<file path="src/rtl/lfsr_rng_arbiter.sv">
// Round-robin arbiter sharing one 16-bit XNOR Fibonacci LFSR among NUM_REQ requesters.
// Each grant steps the LFSR OUT_W times and hands the low OUT_W bits over valid/ready.
module lfsr_rng_arbiter #(
    parameter  int NUM_REQ = 4,
    parameter  int OUT_W   = 8,
    localparam int ID_W    = (NUM_REQ > 1) ? $clog2(NUM_REQ) : 1
) (
    input  logic               clk,
    input  logic               rst,
    input  logic [NUM_REQ-1:0] req,
    output logic [NUM_REQ-1:0] gnt,
    output logic               rnd_valid,
    output logic [OUT_W-1:0]   rnd_data,
    output logic [ID_W-1:0]    rnd_id,
    input  logic               rnd_ready,
    input  logic               seed_load,
    input  logic [15:0]        seed_val,
    output logic               busy,
    output logic               lockup
);

    localparam int CNT_W = (OUT_W > 1) ? $clog2(OUT_W) : 1;

    typedef enum logic [1:0] {
        IDLE,
        GEN,
        DELIVER
    } state_e;

    state_e             state_q, state_d;
    logic [15:0]        lfsr_q, lfsr_d, lfsr_step;
    logic [ID_W-1:0]    rr_ptr_q, rr_ptr_d;
    logic [ID_W-1:0]    id_q, id_d;
    logic [CNT_W-1:0]   cnt_q, cnt_d;
    logic [NUM_REQ-1:0] gnt_q, gnt_d;
    logic               valid_q, valid_d;
    logic [OUT_W-1:0]   data_q, data_d;
    logic               lockup_q, lockup_d;

    logic [2*NUM_REQ-1:0] req_rot;
    logic                 pick_found;
    int                   pick_pos;
    logic [ID_W-1:0]      pick_idx;

    assign lfsr_step = {lfsr_q[14:0], ~(lfsr_q[15] ^ lfsr_q[13] ^ lfsr_q[12] ^ lfsr_q[10])};

    // Rotate the request vector so bit 0 is the requester just after rr_ptr,
    // then the first set bit is the round-robin winner.
    assign req_rot = {req, req} >> (int'(rr_ptr_q) + 1);

    always_comb begin
        // NOTE: every combinational output gets a default first so no path infers a latch.
        pick_found = 1'b0;
        pick_pos   = 0;
        for (int j = 0; j < NUM_REQ; j++) begin
            if (!pick_found && req_rot[j]) begin
                pick_found = 1'b1;
                pick_pos   = int'(rr_ptr_q) + 1 + j;
            end
        end
        if (pick_pos >= NUM_REQ) begin
            pick_pos = pick_pos - NUM_REQ;
        end
        pick_idx = ID_W'(pick_pos);
    end

    always_comb begin
        state_d  = state_q;
        lfsr_d   = lfsr_q;
        rr_ptr_d = rr_ptr_q;
        id_d     = id_q;
        cnt_d    = cnt_q;
        gnt_d    = gnt_q;
        valid_d  = valid_q;
        data_d   = data_q;
        lockup_d = 1'b0;

        case (state_q)
            IDLE: begin
                // A seed load wins the cycle; arbitration waits until the next one.
                if (seed_load) begin
                    if (seed_val == 16'hFFFF) begin
                        lfsr_d   = 16'h0000;
                        lockup_d = 1'b1;
                    end else begin
                        lfsr_d = seed_val;
                    end
                end else if (pick_found) begin
                    gnt_d   = NUM_REQ'(1) << pick_idx;
                    id_d    = pick_idx;
                    cnt_d   = '0;
                    state_d = GEN;
                end
            end
            GEN: begin
                lfsr_d = lfsr_step;
                cnt_d  = cnt_q + 1'b1;
                if (cnt_q == CNT_W'(OUT_W - 1)) begin
                    data_d  = lfsr_step[OUT_W-1:0];
                    valid_d = 1'b1;
                    state_d = DELIVER;
                end
            end
            DELIVER: begin
                if (rnd_ready) begin
                    rr_ptr_d = id_q;
                    gnt_d    = '0;
                    valid_d  = 1'b0;
                    state_d  = IDLE;
                end
            end
            default: state_d = IDLE;
        endcase
    end

    always_ff @(posedge clk) begin
        // NOTE: state registers use non-blocking assignments so all flops update together at the edge.
        if (rst) begin
            state_q  <= IDLE;
            lfsr_q   <= 16'h0000;
            rr_ptr_q <= ID_W'(NUM_REQ - 1);
            id_q     <= '0;
            cnt_q    <= '0;
            gnt_q    <= '0;
            valid_q  <= 1'b0;
            data_q   <= '0;
            lockup_q <= 1'b0;
        end else begin
            state_q  <= state_d;
            lfsr_q   <= lfsr_d;
            rr_ptr_q <= rr_ptr_d;
            id_q     <= id_d;
            cnt_q    <= cnt_d;
            gnt_q    <= gnt_d;
            valid_q  <= valid_d;
            data_q   <= data_d;
            lockup_q <= lockup_d;
        end
    end

    assign gnt       = gnt_q;
    assign rnd_valid = valid_q;
    assign rnd_data  = data_q;
    assign rnd_id    = id_q;
    assign busy      = (state_q != IDLE);
    assign lockup    = lockup_q;

endmodule

</file>
<file path="config.mk">
export PLATFORM = sky130hd
export DESIGN_NAME = lfsr_rng_arbiter
export DESIGN_NICKNAME = d
export VERILOG_FILES = /design/src/rtl/lfsr_rng_arbiter.sv
export SDC_FILE = /design/constraint.sdc
export NUM_CORES = 1
export LEC_CHECK = 0
export BUFFER_PORTS_ARGS = -buffer_cell sky130_fd_sc_hd__clkbuf_2
export CORE_MARGIN = 4
export CORE_UTILIZATION = 36
export DETAILED_ROUTE_END_ITERATION = 12
export PLACE_DENSITY_LB_ADDON = 0.08
export SLEW_MARGIN = 15
export SYNTH_ARGS = -nofsm -noshare
export SYNTH_HDL_FRONTEND = slang
export SYNTH_SLANG_ARGS = --single-unit
</file>
<file path="constraint.sdc">
create_clock -name clk -period 1.8 [get_ports clk]
set_clock_uncertainty 0.1 [all_clocks]
set_input_delay 0.18 -clock clk [delete_from_list [all_inputs] [get_ports clk]]
set_output_delay 0.18 -clock clk [all_outputs]
set_load 0.02 [all_outputs]
</file>
## Yosys cells after proc, flatten, opt, wreduce, memory -nomap -nowiden

Cells that the tools add are included.

- Register bits: 39
- Output and inout bits: 17

- Mux-type cells: 28
- Bitwise gates (word level): 6
- Reductions and logical operators: 20
- Shifts and indexed selects: 2
- Order comparisons: 1
- Add/subtract/negate cells: 6
- Equality and inequality tests: 9

Operator list:

| operator | number |
|---|---|
| 32-bit 2-to-1 mux | 3 |
| 32-bit by 2-bit adder with 32-bit output (second input constant) | 1 |
| 32-bit by 3-bit adder with 32-bit output (second input constant) | 1 |
| 32-bit by 4-bit greater-or-equal comparator with 1-bit output (second input constant) | 1 |
| 16-bit 2-to-1 mux | 2 |
| 16-bit case mux with 2 select lines | 1 |
| 8-bit by 32-bit >> shifter with 4-bit output | 1 |
| 16-bit equality test (second input constant) | 1 |
| 4-bit 2-to-1 mux | 3 |
| 2-bit 2-to-1 mux | 5 |
| 2-bit inequality test (second input constant) | 5 |
| 3-bit 2-to-1 mux | 3 |
| 3-bit AND reduction | 3 |
| 4-bit case mux with 2 select lines | 1 |
| 4-bit AND reduction | 2 |
| 2-bit nonzero test | 4 |
| 1-bit 2-to-1 mux | 7 |
| 2-bit case mux with 3 select lines | 1 |
| 3-bit case mux with 2 select lines | 1 |
| 2-bit AND reduction | 3 |
| 3-bit by 2-bit adder with 4-bit output (second input constant) | 1 |
| 1-bit by 2-bit left shift with 4-bit output (first input constant) | 1 |
| 2-bit by 1-bit adder with 3-bit output (second input constant) | 1 |
| 3-bit by 1-bit adder with 3-bit output (second input constant) | 1 |
| other kinds (11) | 19 |

## Logic depth before layout (Yosys ltp)

Gate-level depths: netlist of the first run.

- Word-level depth: 18
- Depth in mapped cells: 7
- Gate-level depth less buffers: 5

## Worst setup path after synthesis of the first run

OpenSTA, ideal clock, no wires.

- Kind: reg2reg
- From: register state_q[0]
- To: register gnt_q[0], in the netlist gnt[0]
- Slack: 0.045 ns
- Library setup time: 0.076 ns
- Period minus slack after synthesis: 1.755 ns
- Data arrival time: 1.579 ns
- Cell stages (with the launch flop): 7
- Cells stage by stage: dfxtp_1 -> buf_6 -> or2_0 -> buf_6 -> nor3_4 -> or3b_1 -> o22ai_1

- Longest elaborated chain between the ends: 3
- Elaborated cells between the ends (all ways): 8

Ends and longest elaborated chain:

| item | RTL line | source |
|---|---|---|
| from (decl) | 30 | `state_e state_q, state_d;` |
| from (signal assigned) | 129 | `state_q <= state_d;` |
| 2-bit equality test or 2-bit logical NOT (tied branches) | 78 | `case (state_q)` |
| 2-bit inequality test (no line) or 2-bit nonzero test (tied branches) | - |  |
| 4-bit AND reduction (no line) | - |  |
| to (signal assigned) | 134 | `gnt_q <= gnt_d;` |
| to (decl) | 35 | `logic [NUM_REQ-1:0] gnt_q, gnt_d;` |

Parallel ways exist; a longest one is shown, timed or not.
A chain may end at the register's enable or synchronous reset.

## Worst setup path in the final report of the first run

- From: register state_q[1]
- To: register gnt_q[0], in the netlist gnt[0]

The elaborated chain is that of the path after synthesis.

==> summary.txt, run 1 <==
Clock tree
  • Post-CTS setup-driven buffer insertion count: 0
  • Total clock buffers created by CTS: 5
  • Buffer cell driving the clock tree root: sky130_fd_sc_hd__clkbuf_8
  • Post-cts repair resize count: 0
  • Clock sinks: 39
  • TritonCTS clock tree: yes
  • Level count of the clock H-tree: 2
  • Number of buffers on the longest clock path: 2
  • Clock transition at the registers of the reported paths: 0.08 ns
  • Number of hold buffers added after CTS: 0
  • Insertion delay to the later sink of the worst-skew pair: 0.28 ns

Pwr
  • Lkg Pwr: 0.802 nW
  • Internal Dissipation: 1.27 mW
  • Clock network power share: 33.0%
  • Sequential Power Share: 53.5%
  • Switching fraction of total power: 26.6%
  • Combinational power share: 13.6%
  • Power, Total: 1.73 mW
  • Peak VDD IR: 0.346 mV
  • Total power density per cell area: 834 mW/mm²
  • Switch Pwr: 461 µW

Detailed routing
  • Number of design-rule violations left by the first detailed-router iteration: 131
  • Total number of vias: 1602
  • DR WL/cell: 14.3 µm
  • Ratio of routed vias to standard cells: 5.49
  • Count of unresolved DRC violations after routing: 0
  • First-pass DRT Iterations: 5
  • Count of antenna-violating nets left after detailed routing: 0
  • Post-detailed-routing wire length: 4170 µm

Timing
  • Worst slew margin relative to its limit: 75.7%
  • Final period utilization: 91.5%
  • Final Hold Vio Count: 0
  • Final-layout setup total negative slack: 0 ns
  • Worst setup margin: 0.152 ns
  • Least-Margin Pin Slew: 0.361 ns
  • Maximum achievable frequency: 607 MHz
  • Setup repair after global routing missed its margin: no
  • Min cycle time layout: 1.65 ns
  • Number of endpoints failing setup at the final stage: 0
  • Max-slew violations: 0

Synthesis
  • Average instance area after synthesis: 8.68 µm²
  • Prevailing post-synth register cell: sky130_fd_sc_hd__dfxtp_1
  • Flip-flop and latch count after synthesis: 39
  • Number of enable flip-flop cells after synthesis: 0
  • Most instantiated cells after synthesis: sky130_fd_sc_hd__dfxtp_1, sky130_fd_sc_hd__a21oi_1, sky130_fd_sc_hd__nand3_1
  • Synth warnings: 0
  • Ys async rst share: 0%
  • Most area-hungry cell type in the Yosys netlist: sky130_fd_sc_hd__dfxtp_1
  • Proportion of netlist area held by the largest area contributor: 45.2%
  • Yosys cell types: 37
  • Synth Net Count: 225
  • Sequential element share of the synthesized area: 45.2%
  • Total standard cell area after synthesis: 0.00173 mm²
  • Most area-consuming cells after synthesis: sky130_fd_sc_hd__dfxtp_1, sky130_fd_sc_hd__a21oi_1, sky130_fd_sc_hd__nand3_1, sky130_fd_sc_hd__a22oi_1, sky130_fd_sc_hd__nand3b_1
  • Cell count after synthesis: 199
  • Most used standard cell by instance count after synthesis: sky130_fd_sc_hd__dfxtp_1

Worst setup path
  • Highest-delay cell along the critical path: sky130_fd_sc_hd__or3b_1
  • Data required time of the worst path: 1.92 ns
  • Launching element type of the critical path: flip-flop
  • Worst path bufs/invs: 0
  • Category of the critical setup timing path: flip-flop to flip-flop
  • Delay of the slowest cell on the worst path: 0.39 ns
  • Largest delay contributor family on the critical path: simple AND/OR/NAND/NOR gates
  • Cell breakdown of the critical path: or2_0 -> nor3_4 -> or3b_1 -> o22ai_1
  • CP Data Arrival Time: 1.77 ns
  • Crit path capture type: flip-flop
  • Slack of the worst reg-to-reg path: 0.15 ns
  • Maximum fanout along the worst path: 8

Global routing
  • Maximum number of pins on one net before global-route repair: 37
  • GRT overflow: 0
  • Number of antenna violations at the first check in global routing: 0
  • Gr usage total: 14.3%
  • First-pass GRT wire length: 7010 µm
  • Via count of the first global-routing pass: 1488

Floorplanning
  • Initial Util: 38.3%
  • Count of boundary I/O pins: 41
  • Width of the chip: 77.3 µm
  • Chip height: 77.3 µm
  • Row Count: 24
  • Total die area: 0.00597 mm²
  • Core region area: 0.00450 mm²

Place
  • DP Area: 0.00199 mm²
  • Post-Place Setup Slack: 0.123 ns
  • Number of buffer cells added on primary ports: 40
  • Hpwl dp: 3050 µm
  • Placer's final routability congestion estimate: 0.791

Cells and area
  • Share of the core filled with cells in the final layout: 46.2%
  • Fraction of final layout cells sized beyond drive strength 1: 25.0%
  • Area of all placed cells without fillers: 0.00208 mm²
  • Area growth, synth to finish: 20.4%
  • Antenna cells: 0
  • Fin nets: 265
  • Number of fill cells: 473

Min path
  • Class of the tightest hold or removal check: input pin to flip-flop

Job
  • Maxcap violations: 0

Status
  • Result of the run: complete, no violations
[metal layers]
layer	wire length (µm)	global-route usage, %
met5	0	0
met4	23	4.27
met3	258	4.10
met2	1990	22.4
met1	1900	19.2
[placed cells by master, fill, tap and decap left out, types with 2 or more instances in the layout]
cell / n
sky130_fd_sc_hd__buf_4: 7
sky130_fd_sc_hd__clkbuf_8: 5
sky130_fd_sc_hd__nor4_1: 2
sky130_fd_sc_hd__nor2_1: 7
sky130_fd_sc_hd__o22ai_1: 4
sky130_fd_sc_hd__nand2b_1: 6
sky130_fd_sc_hd__o21ai_0: 4
sky130_fd_sc_hd__nand3b_1: 10
sky130_fd_sc_hd__nor2b_1: 2
sky130_fd_sc_hd__a21oi_1: 26
sky130_fd_sc_hd__clkbuf_2: 40
sky130_fd_sc_hd__nand4_1: 4
sky130_fd_sc_hd__dfxtp_1: 39
sky130_fd_sc_hd__xnor2_1: 3
sky130_fd_sc_hd__nand3_1: 23
sky130_fd_sc_hd__mux2i_1: 2
sky130_fd_sc_hd__nand2_1: 16
sky130_fd_sc_hd__a211oi_1: 3
sky130_fd_sc_hd__a22oi_1: 15
[metrics by stage]
step / hold WS, ns / std cells
6_report: 0.0349 / 292
5_1_grt: 0.0346 / 292
4_1_cts: 0.0182 / 292
3_5_place_dp: 0.336 / 284
3_3_place_gp: 0.323 / 284
2_1_floorplan: 0.222 / 199
[cell families after synthesis]
logic type,after synthesis,synth area share [%]
compound gates,60,21.7
xor+xnor,3,1.52
fa+ha+maj,2,1.45
buf+inv,16,4.42
simple gates,77,24.6
mux,2,1.16
flops,39,45.2
[final timing paths]
path	cells past startpoint	start	end
worst min-delay path	3	seed_val[5]	lfsr_q[5]
worst max-delay path	4	state_q[1]	gnt[0]
worst max register to register	4	state_q[1]	gnt[0]
worst min register to register	2	rnd_data[0]	rnd_data[0]
[power by group through the flow]
| stage | clock network, mW | registers (mW) | logic (mW) |
|---|---|---|---|
| floorplan | 0 | 0.947 | 0.146 |
| global placement | 0 | 0.945 | 0.231 |
| detailed placement | 0 | 0.947 | 0.235 |
| CTS | 0.601 | 0.927 | 0.236 |
| global route | 0.638 | 0.931 | 0.262 |
| finish | 0.572 | 0.927 | 0.236 |
[worst min-delay path, delay by kind of cell]
family,cells,cell delay [ns]
buffers and inverters,1,0.09
AND/OR/NAND/NOR,1,0.06
AO/OA/AOI/OAI,1,0.05
[registers in the layout, summed over array words and instances, names as in the netlist]
name       cells
rr_ptr_q       2
lfsr_q        16
rnd_valid      1
lockup         1
rnd_data       8
state_q        2
rnd_id         2
gnt            4
cnt_q          3
[final cells by class]
type / count / area [µm²] / share of cell area [%]
clock buffer: 6 / 72.6 / 3.49
clock inverter: 2 / 12.5 / 0.602
inverter: 1 / 3.75 / 0.181
multi-input combinational: 144 / 872 / 41.9
sequential: 39 / 781 / 37.5
tap: 52 / 65.1 / 3.13
timing repair buffer: 48 / 273 / 13.1
Power figures use the tool's default switching activity.
==> run 2: changes to the inputs <==
REMOVE_ABC_BUFFERS = 1   (was unset)
==> run 2 against run 1 <==
  * Core utilization up 0.78 points
  * Die area unchanged
  * Combinational power about the same
  * Sequential cell count unchanged
  * Via count up 3.1%
  * Largest cell class unchanged
  * Largest power group unchanged
==> summary.txt, run 2 (synthesis gave the netlist of run 1 again) <==
Floorplanning
  • Row Count: 24
  • Count of boundary I/O pins: 41
  • Chip height: 77.3 µm
  • Total die area: 0.00597 mm²
  • Width of the chip: 77.3 µm
  • Core region area: 0.00450 mm²
  • Initial Util: 38.3%

Global routing
  • Gr usage total: 14.8%
  • Maximum number of pins on one net before global-route repair: 28
  • Global-route track usage on met2: 21.7%
  • Number of antenna violations at the first check in global routing: 0
  • Via count of the first global-routing pass: 1541
  • Most utilized layer in the global route result: met2
  • Global-route track usage on met1: 20.7%
  • Met3 track utilization from global routing: 4.22%
  • GRT overflow: 0
  • First-pass GRT wire length: 7220 µm

Cells and area
  • Number of fill cells: 440
  • Register bank with the most flops: lfsr_q
  • Share of the core filled with cells in the final layout: 46.9%
  • Most frequent standard cell in the layout excluding fill and tap cells: sky130_fd_sc_hd__clkbuf_2
  • Fraction of final layout cells sized beyond drive strength 1: 26.0%
  • Fin nets: 267
  • Antenna cells: 0
  • Area growth, synth to finish: 22.5%
  • Flip-flop count of the largest register, all copies and words added: 16
  • Commonest cells after routing, fill and taps aside: sky130_fd_sc_hd__clkbuf_2, sky130_fd_sc_hd__dfxtp_1, sky130_fd_sc_hd__a21oi_1, sky130_fd_sc_hd__nand3_1

Worst setup path
  • Crit path capture type: flip-flop
  • Launching element type of the critical path: flip-flop
  • CP Data Arrival Time: 1.76 ns
  • Data required time of the worst path: 1.91 ns
  • Largest delay contributor family on the critical path: simple AND/OR/NAND/NOR gates
  • Delay of the slowest cell on the worst path: 0.39 ns
  • Maximum fanout along the worst path: 8
  • Worst path bufs/invs: 0
  • Beginning of the worst register-to-register path: state_q[1]
  • Startpoint of the worst setup timing path: state_q[1]
  • Cell breakdown of the critical path: or2_0 -> nor3_4 -> or3b_1 -> o22ai_1
  • Highest-delay cell along the critical path: sky130_fd_sc_hd__or3b_1
  • Category of the critical setup timing path: flip-flop to flip-flop

Detailed routing
  • Number of design-rule violations left by the first detailed-router iteration: 141
  • Count of unresolved DRC violations after routing: 0
  • Ratio of routed vias to standard cells: 5.62
  • Total number of vias: 1652
  • First-pass DRT Iterations: 4
  • Count of antenna-violating nets left after detailed routing: 0
  • DR WL/cell: 14.5 µm
  • Post-detailed-routing wire length: 4260 µm

Clock tree
  • Number of buffers on the longest clock path: 2
  • Insertion delay to the later sink of the worst-skew pair: 0.28 ns
  • Level count of the clock H-tree: 2
  • Number of hold buffers added after CTS: 0
  • Post-cts repair resize count: 0
  • Clock sinks: 39
  • Buffer cell driving the clock tree root: sky130_fd_sc_hd__clkbuf_8
  • Post-CTS setup-driven buffer insertion count: 0
  • TritonCTS clock tree: yes
  • Clock transition at the registers of the reported paths: 0.08 ns
  • Total clock buffers created by CTS: 5

Min path
  • Hold Startpoint: seed_val[11]
  • Class of the tightest hold or removal check: input pin to flip-flop

Status
  • Result of the run: complete, no violations

Timing
  • Worst slew margin relative to its limit: 72.5%
  • Number of endpoints failing setup at the final stage: 0
  • Final hold slack: 0.0406 ns
  • Final Hold Vio Count: 0
  • Maximum achievable frequency: 605 MHz
  • Least-Margin Pin Slew: 0.413 ns
  • Worst setup margin: 0.148 ns
  • Max-slew violations: 0
  • Setup repair after global routing missed its margin: no
  • Min cycle time layout: 1.65 ns
  • Final period utilization: 91.8%

Place
  • Hpwl dp: 3130 µm
  • Placer's final routability congestion estimate: 0.778
  • Post-Place Setup Slack: 0.163 ns
  • Number of buffer cells added on primary ports: 40

Pwr
  • Lkg Pwr: 0.831 nW
  • Total power density per cell area: 902 mW/mm²
  • Peak VDD IR: 0.414 mV

Job
  • Maxcap violations: 0
## run 2: changes by cell type in the layout (fill, tap and decap cells not counted), sizes merged
cell	before	now
buf	8	10
bufinv	0	1
clkinvlp	1	0
## run 2: routing by layer
| metal | vias to the layer above | share of wire (%) | wire [µm] |
|---|---|---|---|
| li1 | 819 | - | - |
| met1 | 781 | 50 | 2120 |
| met2 | 48 | 43 | 1850 |
| met3 | 4 | 6.1 | 258 |
| met4 | 0 | 0.75 | 32 |
| met5 | - | 0 | 0 |
## run 2: worst reg2reg max path, cell delays in order, from the launching register on
cell and delay (ns):
sky130_fd_sc_hd__dfxtp_1 0.36, sky130_fd_sc_hd__or2_0 0.32, sky130_fd_sc_hd__nor3_4 0.24, sky130_fd_sc_hd__or3b_1 0.39
sky130_fd_sc_hd__o22ai_1 0.16
## run 2: final timing paths
| check | end | slack (ns) | cells after the start |
|---|---|---|---|
| setup / recovery | gnt[0] | 0.15 | 4 |
| hold / removal | lfsr_q[11] | 0.04 | 3 |
| hold reg to reg | rnd_data[3] | 0.36 | 2 |
| setup reg to reg | gnt[0] | 0.15 | 4 |
## run 2: final cells by class
type	instances	area (µm²)	share of cell area [%]
repair buffers	50	275	13.0
flip-flops and latches	39	781	36.9
clock buffers	6	82.6	3.91
clock inverters	2	35.0	1.66
inverters	1	3.75	0.178
well taps	52	65.1	3.08
multi-input cells	144	872	41.2
## run 2: through the flow
step | cells | area, µm² | power (mW) | setup TNS (ns)
after floorplan | 184 | 1650 | 1.07 | -4.81
after global placement | 286 | 1990 | 1.17 | 0
after detailed placement | 286 | 1990 | 1.18 | 0
after CTS | 294 | 2110 | 1.93 | 0
after global routing | 294 | 2110 | 2.00 | 0
final | 294 | 2110 | 1.91 | 0
## run 2: report_power, final
group	internal (mW)	switching, mW
logic	0.0992	0.134
clock network	0.449	0.300
registers	0.899	0.0264
total	1.45	0.460
